<file path="config.mk">
export PLATFORM = sky130hd
export DESIGN_NAME = ccr_unit_flat
export DESIGN_NICKNAME = d
export VERILOG_FILES = /design/src/rtl/ccr_unit_if.sv /design/src/rtl/ccr_unit.sv /design/src/flat_wrapper.sv
export SDC_FILE = /design/constraint.sdc
export NUM_CORES = 1
export LEC_CHECK = 0
export ABC_AREA = 1
export BUFFER_PORTS_ARGS = -buffer_cell sky130_fd_sc_hd__buf_2
export CELL_PAD_IN_SITES_DETAIL_PLACEMENT = 1
export CELL_PAD_IN_SITES_GLOBAL_PLACEMENT = 1
export CORE_ASPECT_RATIO = 1.2
export CORE_UTILIZATION = 37
export CTS_CLUSTER_DIAMETER = 50
export DETAILED_ROUTE_END_ITERATION = 10
export GPL_TIMING_DRIVEN = 0
export PLACE_DENSITY_LB_ADDON = 0.1
export SKIP_CTS_REPAIR_TIMING = 1
export SLEW_MARGIN = 20
export SYNTH_ARGS = -nofsm -noshare
export SYNTH_HDL_FRONTEND = slang
export SYNTH_SLANG_ARGS = --single-unit
export TNS_END_PERCENT = 100
</file>
<file path="constraint.sdc">
create_clock -name clk -period 1.8 [get_ports clk]
set_input_delay 0.36 -clock clk [delete_from_list [all_inputs] [get_ports clk]]
set_output_delay 0.36 -clock clk [all_outputs]
set_load 0.05 [all_outputs]
</file>
<file path="src/rtl/ccr_unit_if.sv">
// rtl/ccr_unit_if.sv - EX-stage control/flag bundle between pipeline and CCR
interface ccr_unit_if;
  logic       stall;
  logic [3:0] alu_we;
  logic       alu_zf;
  logic       alu_nf;
  logic       alu_cf;
  logic       alu_ovf;
  logic       setc;
  logic       clrc;
  logic       br_taken;
  logic [1:0] br_sel;
  logic       int_save;
  logic       rti_restore;
  logic       zf;
  logic       nf;
  logic       cf;
  logic       ovf;
  logic [2:0] shadow_count;
  logic       stack_err;

  modport master (
    output stall, alu_we, alu_zf, alu_nf, alu_cf, alu_ovf,
    output setc, clrc, br_taken, br_sel, int_save, rti_restore,
    input  zf, nf, cf, ovf, shadow_count, stack_err
  );

  modport slave (
    input  stall, alu_we, alu_zf, alu_nf, alu_cf, alu_ovf,
    input  setc, clrc, br_taken, br_sel, int_save, rti_restore,
    output zf, nf, cf, ovf, shadow_count, stack_err
  );
endinterface

</file>
<file path="src/rtl/ccr_unit.sv">
// rtl/ccr_unit.sv - condition-code register with interrupt shadow stack
module ccr_unit #(
  parameter int SHADOW_DEPTH = 2
) (
  input  logic        clk,
  input  logic        rst_n,
  ccr_unit_if.slave   bus
);

  // Flag vectors are packed {ovf,cf,nf,zf}, matching the alu_we bit order.
  logic [3:0]                    flags_q, flags_d;
  logic [SHADOW_DEPTH-1:0][3:0]  stack_q, stack_d;
  logic [2:0]                    count_q, count_d;
  logic                          err_q, err_d;

  logic [3:0] alu_flags;
  logic [3:0] upd;
  logic [3:0] top;

  assign alu_flags = {bus.alu_ovf, bus.alu_cf, bus.alu_nf, bus.alu_zf};

  always_ff @(posedge clk or negedge rst_n) begin
    if (!rst_n) begin
      flags_q <= '0;
      stack_q <= '0;
      count_q <= '0;
      err_q   <= 1'b0;
    end else begin
      flags_q <= flags_d;
      stack_q <= stack_d;
      count_q <= count_d;
      err_q   <= err_d;
    end
  end

  always_comb begin
    flags_d = flags_q;
    stack_d = stack_q;
    count_d = count_q;
    err_d   = err_q;
    upd     = flags_q;
    top     = '0;

    for (int i = 0; i < SHADOW_DEPTH; i++) begin
      if (count_q == 3'(i + 1)) top = stack_q[i];
    end

    for (int i = 0; i < 4; i++) begin
      if (bus.alu_we[i]) upd[i] = alu_flags[i];
    end
    if (bus.setc && !bus.clrc)      upd[2] = 1'b1;
    else if (bus.clrc && !bus.setc) upd[2] = 1'b0;
    if (bus.br_taken) begin
      case (bus.br_sel)
        2'd0:    upd[0] = 1'b0;
        2'd1:    upd[1] = 1'b0;
        2'd2:    upd[2] = 1'b0;
        default: ;
      endcase
    end

    // Restore outranks stall so an RTI can never be lost behind a bubble.
    if (bus.rti_restore) begin
      if (count_q != 3'd0) begin
        flags_d = top;
        count_d = count_q - 3'd1;
      end else begin
        flags_d = '0;
        err_d   = 1'b1;
      end
    end else if (!bus.stall) begin
      flags_d = upd;
      if (bus.int_save) begin
        if (count_q == 3'(SHADOW_DEPTH)) begin
          err_d = 1'b1;
        end else begin
          for (int i = 0; i < SHADOW_DEPTH; i++) begin
            if (count_q == 3'(i)) stack_d[i] = flags_q;
          end
          count_d = count_q + 3'd1;
        end
      end
    end
  end

  assign bus.zf           = flags_q[0];
  assign bus.nf           = flags_q[1];
  assign bus.cf           = flags_q[2];
  assign bus.ovf          = flags_q[3];
  assign bus.shadow_count = count_q;
  assign bus.stack_err    = err_q;

endmodule

</file>
<file path="src/flat_wrapper.sv">
// flat-port wrapper written by rule: the top's interface ports become plain ports
module ccr_unit_flat 
#(
  parameter int SHADOW_DEPTH = 2
)
  (clk, rst_n, bus_stall, bus_alu_we, bus_alu_zf, bus_alu_nf, bus_alu_cf, bus_alu_ovf, bus_setc, bus_clrc, bus_br_taken, bus_br_sel, bus_int_save, bus_rti_restore, bus_zf, bus_nf, bus_cf, bus_ovf, bus_shadow_count, bus_stack_err);
  ccr_unit_if bus_i ();
  input  logic clk;
  input  logic rst_n;
  input wire logic [$bits(bus_i.stall)-1:0] bus_stall;
  input wire logic [$bits(bus_i.alu_we)-1:0] bus_alu_we;
  input wire logic [$bits(bus_i.alu_zf)-1:0] bus_alu_zf;
  input wire logic [$bits(bus_i.alu_nf)-1:0] bus_alu_nf;
  input wire logic [$bits(bus_i.alu_cf)-1:0] bus_alu_cf;
  input wire logic [$bits(bus_i.alu_ovf)-1:0] bus_alu_ovf;
  input wire logic [$bits(bus_i.setc)-1:0] bus_setc;
  input wire logic [$bits(bus_i.clrc)-1:0] bus_clrc;
  input wire logic [$bits(bus_i.br_taken)-1:0] bus_br_taken;
  input wire logic [$bits(bus_i.br_sel)-1:0] bus_br_sel;
  input wire logic [$bits(bus_i.int_save)-1:0] bus_int_save;
  input wire logic [$bits(bus_i.rti_restore)-1:0] bus_rti_restore;
  output wire logic [$bits(bus_i.zf)-1:0] bus_zf;
  output wire logic [$bits(bus_i.nf)-1:0] bus_nf;
  output wire logic [$bits(bus_i.cf)-1:0] bus_cf;
  output wire logic [$bits(bus_i.ovf)-1:0] bus_ovf;
  output wire logic [$bits(bus_i.shadow_count)-1:0] bus_shadow_count;
  output wire logic [$bits(bus_i.stack_err)-1:0] bus_stack_err;
  assign bus_i.stall = bus_stall;
  assign bus_i.alu_we = bus_alu_we;
  assign bus_i.alu_zf = bus_alu_zf;
  assign bus_i.alu_nf = bus_alu_nf;
  assign bus_i.alu_cf = bus_alu_cf;
  assign bus_i.alu_ovf = bus_alu_ovf;
  assign bus_i.setc = bus_setc;
  assign bus_i.clrc = bus_clrc;
  assign bus_i.br_taken = bus_br_taken;
  assign bus_i.br_sel = bus_br_sel;
  assign bus_i.int_save = bus_int_save;
  assign bus_i.rti_restore = bus_rti_restore;
  assign bus_zf = bus_i.zf;
  assign bus_nf = bus_i.nf;
  assign bus_cf = bus_i.cf;
  assign bus_ovf = bus_i.ovf;
  assign bus_shadow_count = bus_i.shadow_count;
  assign bus_stack_err = bus_i.stack_err;
  ccr_unit #(.SHADOW_DEPTH(SHADOW_DEPTH)) u_core (.clk(clk), .rst_n(rst_n), .bus(bus_i));
endmodule
</file>
* Word level (Yosys, flattened, before mapping) *
Index checks and enable logic that the tools add are counted.

storage, ports and cells
  register bits = 16
  input bits = 18
  logic and storage cells = 59
  output and inout bits = 8

cells by class
  reductions and logical operators = 15
  equal/unequal tests = 8
  add/sub/neg operators = 2
  muxes and demuxes = 25
  bitwise gates (word level) = 3

operators with widths
  operator                                               number
  two-way mux 4 bit                                      5
  two-way mux 3 bit                                      6
  two-way mux 1 bit                                      14
  AND reduction 5 bit                                    2
  AND reduction 4 bit                                    2
  nonzero test 2 bit                                     3
  inequality test 2 x 1 -> 1 bit, second input constant  2
  inequality test 2 bit, second input constant           2
  adder 3 x 1 -> 3 bit, second input constant            1
  == test 3 x 1 -> 1 bit, second input constant          1
  == test 3 x 2 -> 1 bit, second input constant          1
  zero test 3 bit                                        1
  inverter 1 bit                                         3
  nonzero test 3 bit                                     1
  subtractor 3 x 1 -> 3 bit, second input constant       1
  == test 2 x 1 -> 1 bit, second input constant          1
  == test 2 bit, second input constant                   1
  logical AND 1 bit                                      2
  zero test 1 bit                                        2
  zero test 2 bit                                        1
  AND reduction 2 bit                                    1

* Longest topological paths before layout *
  word-level depth = 8
  mapped depth = 9
  gate-level depth less buffers = 9

* Worst setup path before layout *
OpenSTA, ideal clock, no wires.

  path type = reg2reg
  start point = reg u_core.count_q[0] (netlist: u_core.bus.shadow_count[0])
  end point = reg u_core.stack_q[1] in the netlist's numbering
  stages on the path, launching flop included = 7
  arrival time = 1.607 ns
  slack = 0.074 ns
  required time = 1.681 ns
  path buffers = 0
  cell sequence = dfrtp_1 > inv_1 > ha_1 > nor3_4 > nand2_2 > nand2_1 > nand2_1

on the way
  word-level cells in the longest chain between the ends = 3

ends and longest elaborated chain
  what                             RTL line        text
  start, declared                  ccr_unit.sv:13  logic [2:0] count_q, count_d;
  start signal, assigned           ccr_unit.sv:31  count_q <= count_d;
  == test 3 x 2 -> 1 bit           ccr_unit.sv:74  if (count_q == 3'(SHADOW_DEPTH)) begin
  inverter 1 bit (no line)         --
  AND reduction 5 bit (no line) *  --
  end signal, assigned             ccr_unit.sv:30  stack_q <= stack_d;
  end, declared                    ccr_unit.sv:12  logic [SHADOW_DEPTH-1:0][3:0] stack_q, stack_d;

Mark *: on every way between the ends. The rest lies on a longest branch, timed or not.
A chain may end at the register's enable or synchronous reset.

* Final worst setup path *
  start point = reg u_core.count_q[0] (netlist: u_core.bus.shadow_count[0])
  end point = reg u_core.count_q[2] (netlist: u_core.bus.shadow_count[2])

on the way
  word-level cells in the longest chain between the ends = 5

ends and longest elaborated chain
  what                  RTL line        text
  adder 3 x 1 -> 3 bit  ccr_unit.sv:80  count_d = count_q + 3'd1;
  two-way mux 3 bit     ccr_unit.sv:74
  two-way mux 3 bit     ccr_unit.sv:73  if (bus.int_save) begin
  two-way mux 3 bit     ccr_unit.sv:71  end else if (!bus.stall) begin
  two-way mux 3 bit     ccr_unit.sv:63  if (bus.rti_restore) begin

Several ways; a longest one is shown, not always the timed one. The select of a mux whose other input is x is not followed.

==> impl_metrics.toml <==
[global_route]
busiest_layer = "met2"
grt_pass1_wl_um = 4554
grt-ovfl-total = 0
grt_max_degree = 17
globalRouteMet1Util_pct = 24.01
grt_use_met3_pct = 1.538
first_global_vias = 1010
track_usage_pct = 20.84
grt_use_met2_pct = 38.67
grt_antenna_before_repair = 0

[worst_setup_path]
cp_slowest_stage_delay_ps = 440
slowest_stage = "dfrtp_1"
crit_family = "simple AND/OR/NAND/NOR gates"
arrival_ps = 1760
path_buf_inv = 2
cp_cell_sequence = "inv_1 -> ha_2 -> inv_2 -> nor2_4 -> nand2_2 -> nand2_1 -> nor2_1 -> nand2_1 -> nand2_1"
worstSetupPathType = "flop to flop"
cp_common_cell = "nand2_1"
worstPathRequired_ps = 2000
cp-start-kind = "flop"
crit_path_end_kind = "flop"
worst-path-max-fanout = 5

[clock_network]
htreeDepth = 1
cts_root_buf = "clkbuf_4"
cts_sinks = 16
clkSlewWorstSetupHoldPaths_ps = 100
cts_tree = "yes"
clk_latency_ps = 290
clockBufferDepth = 2
cts_buffers = 3

[hold_path]
min_path_type = "input port to flop"

[cells_and_area]
nets = 191
drive_gt1_share_pct = 26.35
layout_common_cells = "54 x nand2_1, 25 x buf_2, 16 x dfrtp_1"
final_util_pct = 48.01
layout_commonest_cell = "nand2_1"
final_area_mm2 = 0.001237
syn_to_final_growth_pct = 21.05
antenna_cells = 0

[die]
die_w_um = 49.98
die_h_um = 59.58
rows = 20
ios = 26
core-area_mm2 = 0.002577
dieArea_mm2 = 0.002978
initial_utilization_pct = 39.66

[drt]
postRouteAntennaNets = 0
drt_iter0_markers = 17
vias_per_cell = 4.830
vias = 966
drc = 0
drt_pass1_iterations = 4
wire_per_inst_um = 13.38
routed_wl_um = 2675

[synthesis]
syn_inst = 137
yosys_warnings = 0
mappedNetlistArea_mm2 = 0.001022
synth_fp_nets = 160
yosysSeqAreaShare_pct = 39.17
synth_area_per_cell_um2 = 7.462
synth_top_area_cell = "dfrtp_1"
ys_ff_latch = 16
ys_types = 21
netlist.area_leader.share_pct = 39.17
ys_top_cells_by_area = "dfrtp_1 39%, nand2_1 20%, nand3_1 7.3%"

[power]
power_uw = 1646
power_density_mw_per_mm2 = 1330
ir_worst_vdd_v = 0.0006554
leakage_uw = 0.0007084

[timing]
finalSetupTns_ps = 0
rsz0062_at_grt = "no"
worst_pin_slew_ps = 388.9
slew_violations = 0
setup_viol = 0
min_period_ps = 1559
fmax_mhz = 641.3
fin_crit_sh_pct = 86.64
maxSlewHeadroom_pct = 74.07
finalClockSkew_ps = 3.709
hold_violations = 0

[run_status]
status = "complete, no violations"

[place]
dpl.hpwl_um = 2188
port_buffers = 25
dpl-instance-area_mm2 = 0.001189
place.gp.congestion = 0.7235

[run]
cap_viol_max_count = 0
[registers in the layout (all words and copies together) (netlist names)]
register and flops:
u_core.flags_q 4, u_core.bus.stack_err 1, u_core.stack_q 8, u_core.bus.shadow_count 3
[stage by stage]
| stage | hold slack, ps | std cells | worst slack [ps] |
|---|---|---|---|
| floorplan | 64.41 | 137 | 74.15 |
| global placement | 303.7 | 195 | 218.4 |
| detailed placement | 303.0 | 195 | 143.4 |
| CTS | -27.26 | 199 | 118.2 |
| global route | 378.5 | 200 | 90.87 |
| finish | 346.6 | 200 | 240.6 |
[metal layers]
metal  part of all wire (%)  vias to the layer above
li1                       -                      482
met1                     43                      456
met2                     52                       23
met3                    2.4                        5
met4                    2.0                        0
met5                      0                        -
[final cells by class]
cell class,instances,area [µm²]
tap,33,41.29
buffer,1,11.26
inverter,17,63.81
clock buffer,4,36.28
timing repair buffer,26,135.1
multi-input combinational,103,549.3
sequential,16,400.4
fill,353,1340
[report_power, final]
part           total (µW)  switching, µW  internal, µW  leakage [µW]
Sequential            551           87.7           464      0.000207
Clock                 249            125           123     0.0000210
Combinational         846            581           265      0.000480
Total                1650            794           852      0.000708
[cell families after synthesis]
| group | synth area share (%) |
|---|---|
| AOI/OAI and AO/OA | 5.141 |
| DFF | 39.17 |
| xor gates and xnor gates | 2.571 |
| buffers and inverters | 7.344 |
| adders and majority gates | 6.120 |
| and+or+nand+nor | 39.66 |
[Yosys cell counts]
| library cell | count |
|---|---|
| o21ai_2 | 1 |
| xor2_1 | 2 |
| nand3_2 | 2 |
| nand2_4 | 1 |
| inv_1 | 15 |
| nand3_1 | 15 |
| buf_6 | 1 |
| o21ai_1 | 1 |
| a21oi_2 | 1 |
| nor3_4 | 1 |
| a21o_1 | 1 |
| xnor2_1 | 1 |
| dfrtp_1 | 16 |
| nor2_4 | 3 |
| nand2_1 | 54 |
| nand2_2 | 2 |
| o211ai_1 | 1 |
| ha_1 | 5 |
| inv_2 | 2 |
| o21ai_0 | 3 |
| nor2_1 | 9 |
[worst register-to-register path, stage by stage, from the launching register on]
cell and delay, ps:
dfrtp_1 440, inv_1 140, ha_2 310, inv_2 70, nor2_4 160, nand2_2 80
nand2_1 80, nor2_1 60, nand2_1 70, nand2_1 40
[path summary, 6_finish.rpt]
path	startpoint	endpoint	slack, ps	cells after the start
worst max-delay path	u_core.bus.shadow_count[0]$_DFFE_PN0P_	u_core.bus.shadow_count[2]$_DFFE_PN0P_	240	9
worst max register to register	u_core.bus.shadow_count[0]$_DFFE_PN0P_	u_core.bus.shadow_count[2]$_DFFE_PN0P_	240	9
worst min-delay path	bus_alu_nf	u_core.flags_q[1]$_DFFE_PN0P_	350	3
max in group asynchronous	rst_n	u_core.flags_q[0]$_DFFE_PN0P_	1010	2
min in group asynchronous	rst_n	u_core.bus.shadow_count[2]$_DFFE_PN0P_	500	2
worst min register to register	u_core.bus.stack_err$_DFFE_PN0P_	u_core.bus.stack_err$_DFFE_PN0P_	460	1
(Power assumes the default switching activity.)
